<file path="config.mk">
export PLATFORM = sky130hd
export DESIGN_NAME = dram_arbiter
export DESIGN_NICKNAME = d
export VERILOG_FILES = /design/src/rtl/dram_arb_pkg.sv /design/src/rtl/dram_rd_tracker.sv /design/src/rtl/dram_arbiter.sv
export SDC_FILE = /design/constraint.sdc
export NUM_CORES = 1
export LEC_CHECK = 0
export CAP_MARGIN = 0
export CORE_AREA = 10 10 221 223
export DETAILED_ROUTE_END_ITERATION = 6
export DIE_AREA = 0 0 231 233
export PLACE_DENSITY = 0.44
export SLEW_MARGIN = 10
export SYNTH_ARGS = -nofsm -noshare
export SYNTH_HDL_FRONTEND = slang
export SYNTH_SLANG_ARGS = --single-unit
</file>
<file path="constraint.sdc">
create_clock -name clk -period 5.1 [get_ports clk]
set_input_delay 1.02 -clock clk [delete_from_list [all_inputs] [get_ports clk]]
set_output_delay 1.02 -clock clk [all_outputs]
set_load 0.05 [all_outputs]
</file>
<file path="src/rtl/dram_arb_pkg.sv">
// Shared types for the I/D DRAM port arbiter.
package dram_arb_pkg;

    localparam int DEF_BURST_LEN = 4;
    localparam int BEAT_W = $clog2(DEF_BURST_LEN);

    typedef enum logic {
        IDLE,
        WBURST
    } arb_state_t;

    typedef enum logic {
        SIDE_I,
        SIDE_D
    } side_t;

    function automatic side_t other_side(side_t s);
        return (s == SIDE_I) ? SIDE_D : SIDE_I;
    endfunction

endpackage

</file>
<file path="src/rtl/dram_rd_tracker.sv">
// One outstanding read per side: address, relative age and return beat count.
module dram_rd_tracker
    import dram_arb_pkg::*;
#(
    parameter int ADDR_W    = 32,
    parameter int BURST_LEN = DEF_BURST_LEN
) (
    input  logic              clk,
    input  logic              rst,
    input  logic              accept,
    input  logic [ADDR_W-1:0] addr,
    input  logic              other_pend,
    input  logic              other_done,
    input  logic [ADDR_W-1:0] raddr,
    input  logic              beat,
    output logic              pending,
    output logic              age,
    output logic              match,
    output logic              done
);

    localparam int CNT_W = (BURST_LEN > 1) ? $clog2(BURST_LEN) : 1;
    localparam logic [CNT_W-1:0] LAST = CNT_W'(BURST_LEN - 1);

    logic [ADDR_W-1:0] pend_addr;
    logic [CNT_W-1:0]  rbeat;

    assign match = pending & (raddr == pend_addr);
    assign done  = beat & (rbeat == LAST);

    always_ff @(posedge clk) begin
        if (rst) begin
            pending   <= 1'b0;
            pend_addr <= '0;
            age       <= 1'b0;
            rbeat     <= '0;
        end else begin
            if (accept) begin
                pending   <= 1'b1;
                pend_addr <= addr;
                // younger only if the other read is still outstanding after this cycle
                age       <= other_pend & ~other_done;
            end else if (other_done) begin
                age <= 1'b0;
            end
            if (done) begin
                pending <= 1'b0;
                rbeat   <= '0;
            end else if (beat) begin
                rbeat <= rbeat + 1'b1;
            end
        end
    end

endmodule

</file>
<file path="src/rtl/dram_arbiter.sv">
// Round-robin arbiter sharing the burst DRAM port between I and D adapters.
module dram_arbiter
    import dram_arb_pkg::*;
#(
    parameter int BURST_LEN = DEF_BURST_LEN,
    parameter int ADDR_W    = 32
) (
    input  logic              clk,
    input  logic              rst,
    input  logic [ADDR_W-1:0] i_addr,
    input  logic              i_read,
    input  logic              i_write,
    input  logic [63:0]       i_wdata,
    output logic              i_ready,
    output logic [ADDR_W-1:0] i_raddr,
    output logic [63:0]       i_rdata,
    output logic              i_rvalid,
    input  logic [ADDR_W-1:0] d_addr,
    input  logic              d_read,
    input  logic              d_write,
    input  logic [63:0]       d_wdata,
    output logic              d_ready,
    output logic [ADDR_W-1:0] d_raddr,
    output logic [63:0]       d_rdata,
    output logic              d_rvalid,
    output logic [ADDR_W-1:0] dram_addr,
    output logic              dram_read,
    output logic              dram_write,
    output logic [63:0]       dram_wdata,
    input  logic              dram_ready,
    input  logic [ADDR_W-1:0] dram_raddr,
    input  logic [63:0]       dram_rdata,
    input  logic              dram_rvalid
);

    localparam int CNT_W = (BURST_LEN > 1) ? $clog2(BURST_LEN) : 1;
    localparam logic [CNT_W-1:0] LAST = CNT_W'(BURST_LEN - 1);

    arb_state_t       state;
    side_t            owner;
    side_t            rr_last;
    logic [CNT_W-1:0] wbeat;

    side_t             gnt;
    logic              gnt_any;
    logic              i_elig, d_elig;
    logic              g_read, g_write;
    logic [ADDR_W-1:0] g_addr;
    logic [63:0]       g_wdata;
    logic              r_acc, w_acc;
    logic              i_acc, d_acc;

    logic i_pend, i_age, i_match, i_done, i_route;
    logic d_pend, d_age, d_match, d_done, d_route;

    always_comb begin
        i_elig  = i_write | (i_read & ~i_pend);
        d_elig  = d_write | (d_read & ~d_pend);
        gnt_any = 1'b0;
        gnt     = SIDE_I;
        if (rst) begin
            gnt_any = 1'b0;
        end else if (state == WBURST) begin
            gnt_any = 1'b1;
            gnt     = owner;
        end else if (i_elig && d_elig) begin
            gnt_any = 1'b1;
            gnt     = other_side(rr_last);
        end else if (i_elig) begin
            gnt_any = 1'b1;
            gnt     = SIDE_I;
        end else if (d_elig) begin
            gnt_any = 1'b1;
            gnt     = SIDE_D;
        end
    end

    always_comb begin
        g_addr  = (gnt == SIDE_D) ? d_addr : i_addr;
        g_wdata = (gnt == SIDE_D) ? d_wdata : i_wdata;
        g_write = gnt_any & ((gnt == SIDE_D) ? d_write : i_write);
        // reads only start from IDLE; a write on the same side takes precedence
        g_read  = gnt_any & (state == IDLE) & ~g_write
                & ((gnt == SIDE_D) ? d_read : i_read);
    end

    assign r_acc = g_read & dram_ready;
    assign w_acc = g_write & dram_ready;
    assign i_acc = r_acc & (gnt == SIDE_I);
    assign d_acc = r_acc & (gnt == SIDE_D);

    assign dram_addr  = gnt_any ? g_addr : '0;
    assign dram_wdata = gnt_any ? g_wdata : '0;
    assign dram_read  = g_read;
    assign dram_write = g_write;
    assign i_ready    = (g_read | g_write) & (gnt == SIDE_I) & dram_ready;
    assign d_ready    = (g_read | g_write) & (gnt == SIDE_D) & dram_ready;

    always_ff @(posedge clk) begin
        if (rst) begin
            state   <= IDLE;
            owner   <= SIDE_I;
            rr_last <= SIDE_I;
            wbeat   <= '0;
        end else begin
            if (r_acc) rr_last <= gnt;
            unique case (state)
                IDLE: begin
                    if (w_acc) begin
                        state   <= WBURST;
                        owner   <= gnt;
                        rr_last <= gnt;
                        wbeat   <= CNT_W'(1);
                    end
                end
                WBURST: begin
                    if (w_acc) begin
                        if (wbeat == LAST) begin
                            state <= IDLE;
                            wbeat <= '0;
                        end else begin
                            wbeat <= wbeat + 1'b1;
                        end
                    end
                end
            endcase
        end
    end

    dram_rd_tracker #(
        .ADDR_W    (ADDR_W),
        .BURST_LEN (BURST_LEN)
    ) u_trk_i (
        .clk        (clk),
        .rst        (rst),
        .accept     (i_acc),
        .addr       (i_addr),
        .other_pend (d_pend),
        .other_done (d_done),
        .raddr      (dram_raddr),
        .beat       (i_route),
        .pending    (i_pend),
        .age        (i_age),
        .match      (i_match),
        .done       (i_done)
    );

    dram_rd_tracker #(
        .ADDR_W    (ADDR_W),
        .BURST_LEN (BURST_LEN)
    ) u_trk_d (
        .clk        (clk),
        .rst        (rst),
        .accept     (d_acc),
        .addr       (d_addr),
        .other_pend (i_pend),
        .other_done (i_done),
        .raddr      (dram_raddr),
        .beat       (d_route),
        .pending    (d_pend),
        .age        (d_age),
        .match      (d_match),
        .done       (d_done)
    );

    // same-line reads: the older request (age 0) drains first
    assign i_route = ~rst & dram_rvalid & i_match & (~d_match | ~i_age);
    assign d_route = ~rst & dram_rvalid & d_match & (~i_match | ~d_age);

    assign i_rvalid = i_route;
    assign i_raddr  = i_route ? dram_raddr : '0;
    assign i_rdata  = i_route ? dram_rdata : '0;
    assign d_rvalid = d_route;
    assign d_raddr  = d_route ? dram_raddr : '0;
    assign d_rdata  = d_route ? dram_rdata : '0;

`ifndef SYNTHESIS
    unexpected_rvalid: assert property (
        @(posedge clk) disable iff (rst)
        dram_rvalid |-> (i_match || d_match)
    );
`endif

endmodule

</file>
-- After elaboration in Yosys (flattened, before gate mapping)
Cells that the tools add are included.
- bits in registers: 77
- latch bits: 0
- bits in writable memories: 0
- ROM bits: 0
- memories: 0
- add/subtract/negate cells: 3
- multipliers: 0
- divide/modulo/power cells: 0
- order comparisons: 0
- equal/unequal tests: 7
- shift-type cells: 0
- mux-type cells: 35
- bitwise logic cells: 42
- reductions and logical operators: 7
- operator list (cell ; count):
    64-bit 2-to-1 mux ; 4
    32-bit 2-to-1 mux ; 4
    32-bit == test ; 2
    1-bit bitwise AND ; 25
    1-bit 2-to-1 mux ; 22
    1-bit inverter ; 12
    2-bit by 1-bit adder with 2-bit output (second input constant) ; 3
    2-bit == test (second input constant) ; 3
    2-bit 2-to-1 mux ; 3
    1-bit OR ; 5
    2-bit one-hot mux with 2 select lines ; 1
    2-bit AND reduction ; 2
    2-bit nonzero test ; 2
    2-bit OR reduction ; 2
    2-bit by 1-bit != test with 1-bit output (second input constant) ; 1
    2-bit != test (second input constant) ; 1
    1-bit one-hot mux with 2 select lines ; 1
    1-bit logical AND ; 1

-- Longest topological paths before layout
- word-level depth: 17
- gate-level depth with buffers: 9
- depth with buffers taken out: 6

-- Hierarchy
Synthesis repeated with hierarchy kept, for this count alone.
- cells, all modules: 922
- area total of the unflattened synthesis: 6394.9 sq um
- modules (own cells, without submodules) (module ; instances ; cells each ; area each (sq um) ; sequential area each (sq um)):
    dram_rd_tracker ; 2 ; 164 ; 1637.8 ; 720.7
    dram_arbiter ; 1 ; 594 ; 3119.2 ; 100.1

-- Worst setup path after synthesis
Ideal clock, no wire load.
- path type: input to output
- start: in dram_raddr[30]
- end: out i_raddr[1]
- arrival: 3.467 ns
- required time: 4.080 ns
- path slack: 0.613 ns
- stages on the path: 6
- buffers on the path: 1
- cells stage by stage: xor2_1 nor4_1 nand4_1 nand4bb_1 buf_6 nor4_1
- cells in the longest elaborated chain, start to end: 6
- elaborated cells on any way between the ends: 9
- classes of those cells: eq/ne (2); mux (1); bitwise (6)
- ends and longest elaborated chain (item ; line ; text):
    start, declared ; dram_arbiter.sv:31 ; input logic [ADDR_W-1:0] dram_raddr,
    32-bit == test ; dram_rd_tracker.sv:28 ; assign match = pending & (raddr == pend_addr);
    1-bit bitwise AND ; dram_rd_tracker.sv:28 ;
    1-bit inverter ; dram_arbiter.sv:167 ; assign i_route = ~rst & dram_rvalid & i_match & (~d_match | ~i_age);
    1-bit OR ; dram_arbiter.sv:167 ;
    1-bit bitwise AND * ; dram_arbiter.sv:167 ;
    32-bit 2-to-1 mux * ; dram_arbiter.sv:171 ; assign i_raddr = i_route ? dram_raddr : '0;
    end, declared ; dram_arbiter.sv:15 ; output logic [ADDR_W-1:0] i_raddr,
Mark *: on every way between the ends. The rest lies on a longest branch, timed or not.

-- Worst setup path after layout
- start: in dram_raddr[3]
- end: out i_raddr[27]
The elaborated chain is that of the path after synthesis.

==> results.toml <==
[status]
outcome = "finished, final reports clean"

[floorplanning]
dieHeight_microns = 233
core_area_sq_um = 44100
fp.dieW_microns = 231
ios = 590
row_count = 77
start_util = 0.152
dieArea_sq_um = 53800

[detailed_routing]
highest_layer = "met5"
wire_per_inst_microns = 23.4
vias = 9196
wl_microns = 50200
met3_length_microns = 4730
via_per_inst = 4.28
dr.pass1.iters = 5
met2RoutedLength_microns = 25300
wl_met1_microns = 19800
antenna_left = 0
drtIter0Drc = 511
drc = 0

[placed_design]
gp_congestion = 0.816
port-buffer-count = 589
hpwl_microns = 41700
place_ws_ps = -129

[timing]
finalSetupViolations = 0
slew-limit-headroom = 0.367
rsz0062_at_grt = "true"
holdWs_ps = 460
min_period_ps = 4930
worst_pin_slew_ps = 950
hold_viol_final = 0
clock.fmax_ghz = 0.203
finClkSkew_ps = 10.6
slew_viol_final = 0
layout_setup_ws_ps = 172
period_share = 0.966

[logic_synthesis]
synth-edff-count = 0
synth.avg_cell_area_sq_um = 6.75
ys_warn_count = 0
syn_nets = 1293
netlist_instances = 994
async_flop_share = 0
synth_seq_cells = 77
synth_ff_type = "dfxtp_1"
synth.cell_area_sq_um = 6710
ys_seq_area_frac = 0.230
synth_cell_type_count = 50

[grt]
overflow = 0
grt_max_degree = 129
grt_pass1_wl_microns = 69400
antenna_found_initial = 7
track_usage = 0.174
grt_pass1_vias = 9380

[cells_and_area]
most-common-layout-cells = "clkdlybuf4s50_1 (306), nand2_1 (260), buf_12 (228)"
nNetsFinal = 1850
layout_commonest_cell = "clkdlybuf4s50_1"
area_growth_pct = 134
drive_above_1_share = 0.239

[job]
drv_cap = 0

[hold_path]
min_from = "u_trk_d.pend_addr[9]$_SDFFE_PP0P_"
hold_path_class = "flip-flop to flip-flop"

[critical_path]
crit_start = "dram_raddr[3]"
cp_data_required_time_ps = 4080
critPathLaunchType = "input pin"
worstSetupPathType = "input pin to primary output"
path_max_fanout = 28
endpoint_kind = "primary output"
r2r-start = "state$_SDFF_PP0_"
crit_arrival_ps = 3910

[clocking]
clk_pin_slew_worst_paths_ps = 70
cts_sinks = 77
numCtsBuffers = 9
clockBufferDepth = 2
post-cts-setup-buffer-count = 0
cts_tree = "yes"
htreeDepth = 3
cts_root_buf = "clkbuf_16"
postCtsHoldBufs = 0
clk_latency_ps = 350

[power]
peakVddDrop_mv = 0.122
powerDensity_nw_per_um2 = 146
leakagePower_nw = 6.84
[final timing paths]
kind              depth (start not counted)                                 end  slack [ps]
setup / recovery                         11                         i_raddr[27]         170
hold / removal                            2   u_trk_d.pend_addr[9]$_SDFFE_PP0P_         460
setup reg to reg                          8  u_trk_i.pend_addr[11]$_SDFFE_PP0P_        2060
hold reg to reg                           2   u_trk_d.pend_addr[9]$_SDFFE_PP0P_         460
[critical path: stages]
cell	delay (ps)
clkdlybuf4s50_1	500
xnor2_1	390
nand4_1	160
nor4_1	390
nand4bb_1	210
buf_4	230
buf_4	170
nor3_4	220
buf_12	220
and2_1	210
buf_12	150
[cells by family after synthesis]
group | Yosys count | share of synthesized area
DFF | 77 | 0.230
muxes | 37 | 0.0552
and+or+nand+nor | 559 | 0.425
adders and majority gates | 3 | 0.00559
buffers and inverters | 105 | 0.0831
xor gates and xnor gates | 58 | 0.0757
AOI/OAI and AO/OA | 155 | 0.126
[final cells by class]
cell class	instances	area, sq um
fill	4627	28400
sequential	77	1540
inverter	14	52.6
clock buffer	9	225
timing repair buffer	635	8390
clock inverter	7	66.3
multi-input combinational	814	4710
antenna	2	5.00
tap	592	741
[per-layer routing]
layer | up-vias | GRT usage
li1 | 4466 | -
met1 | 4273 | 0.196
met5 | - | 0
met2 | 422 | 0.315
met3 | 27 | 0.0645
met4 | 8 | 0.0243
[synth_stat cells, types with 7 or more instances]
library cell / count / area (sq um)
and3_1: 131 / 820
nand2_1: 260 / 976
inv_1: 14 / 52.6
nand2b_1: 7 / 43.8
a21oi_1: 133 / 666
buf_2: 20 / 100
buf_4: 10 / 75.1
mux2i_1: 37 / 370
nor4_1: 17 / 106
clkbuf_1: 46 / 173
xnor2_1: 26 / 228
dfxtp_1: 77 / 1540
nor2_1: 47 / 176
and2_1: 57 / 357
xor2_1: 32 / 280
[metrics by stage]
| step | util | area, sq um | TNS [ps] | cells | power [mW] |
|---|---|---|---|---|---|
| after CTS | 0.356 | 15700 | 0 | 2148 | 2.34 |
| after floorplan | - | 6710 | 0 | 994 | 1.11 |
| after detailed placement | 0.348 | 15400 | -6620 | 2130 | 1.67 |
| after global routing | 0.356 | 15700 | 0 | 2148 | 2.42 |
| after global placement | 0.348 | 15400 | -5370 | 2130 | 1.67 |
| final | 0.357 | 15700 | 0 | 2150 | 2.30 |
[report_power, final]
part | switching (mW) | internal (mW)
clock network | 0.314 | 0.341
logic | 0.576 | 0.440
registers | 0.0135 | 0.616
[sequential cells by signal (all words and copies together) (netlist names)]
signal and flops:
state 1, u_trk_i.rbeat 2, rr_last 1, u_trk_d.pend_addr 32, owner 1, wbeat 2
u_trk_i.pending 1, u_trk_i.age 1, u_trk_d.age 1, u_trk_d.pending 1, u_trk_d.rbeat 2, u_trk_i.pend_addr 32
[what timing repair did]
| item | CTS | global route |
|---|---|---|
| resized for setup | 2 | 5 |
| endpoints found under the setup margin | 90 | 56 |
| pin swaps | 1 | 0 |
| cloned | 2 | 0 |
(Power assumes the default switching activity.)
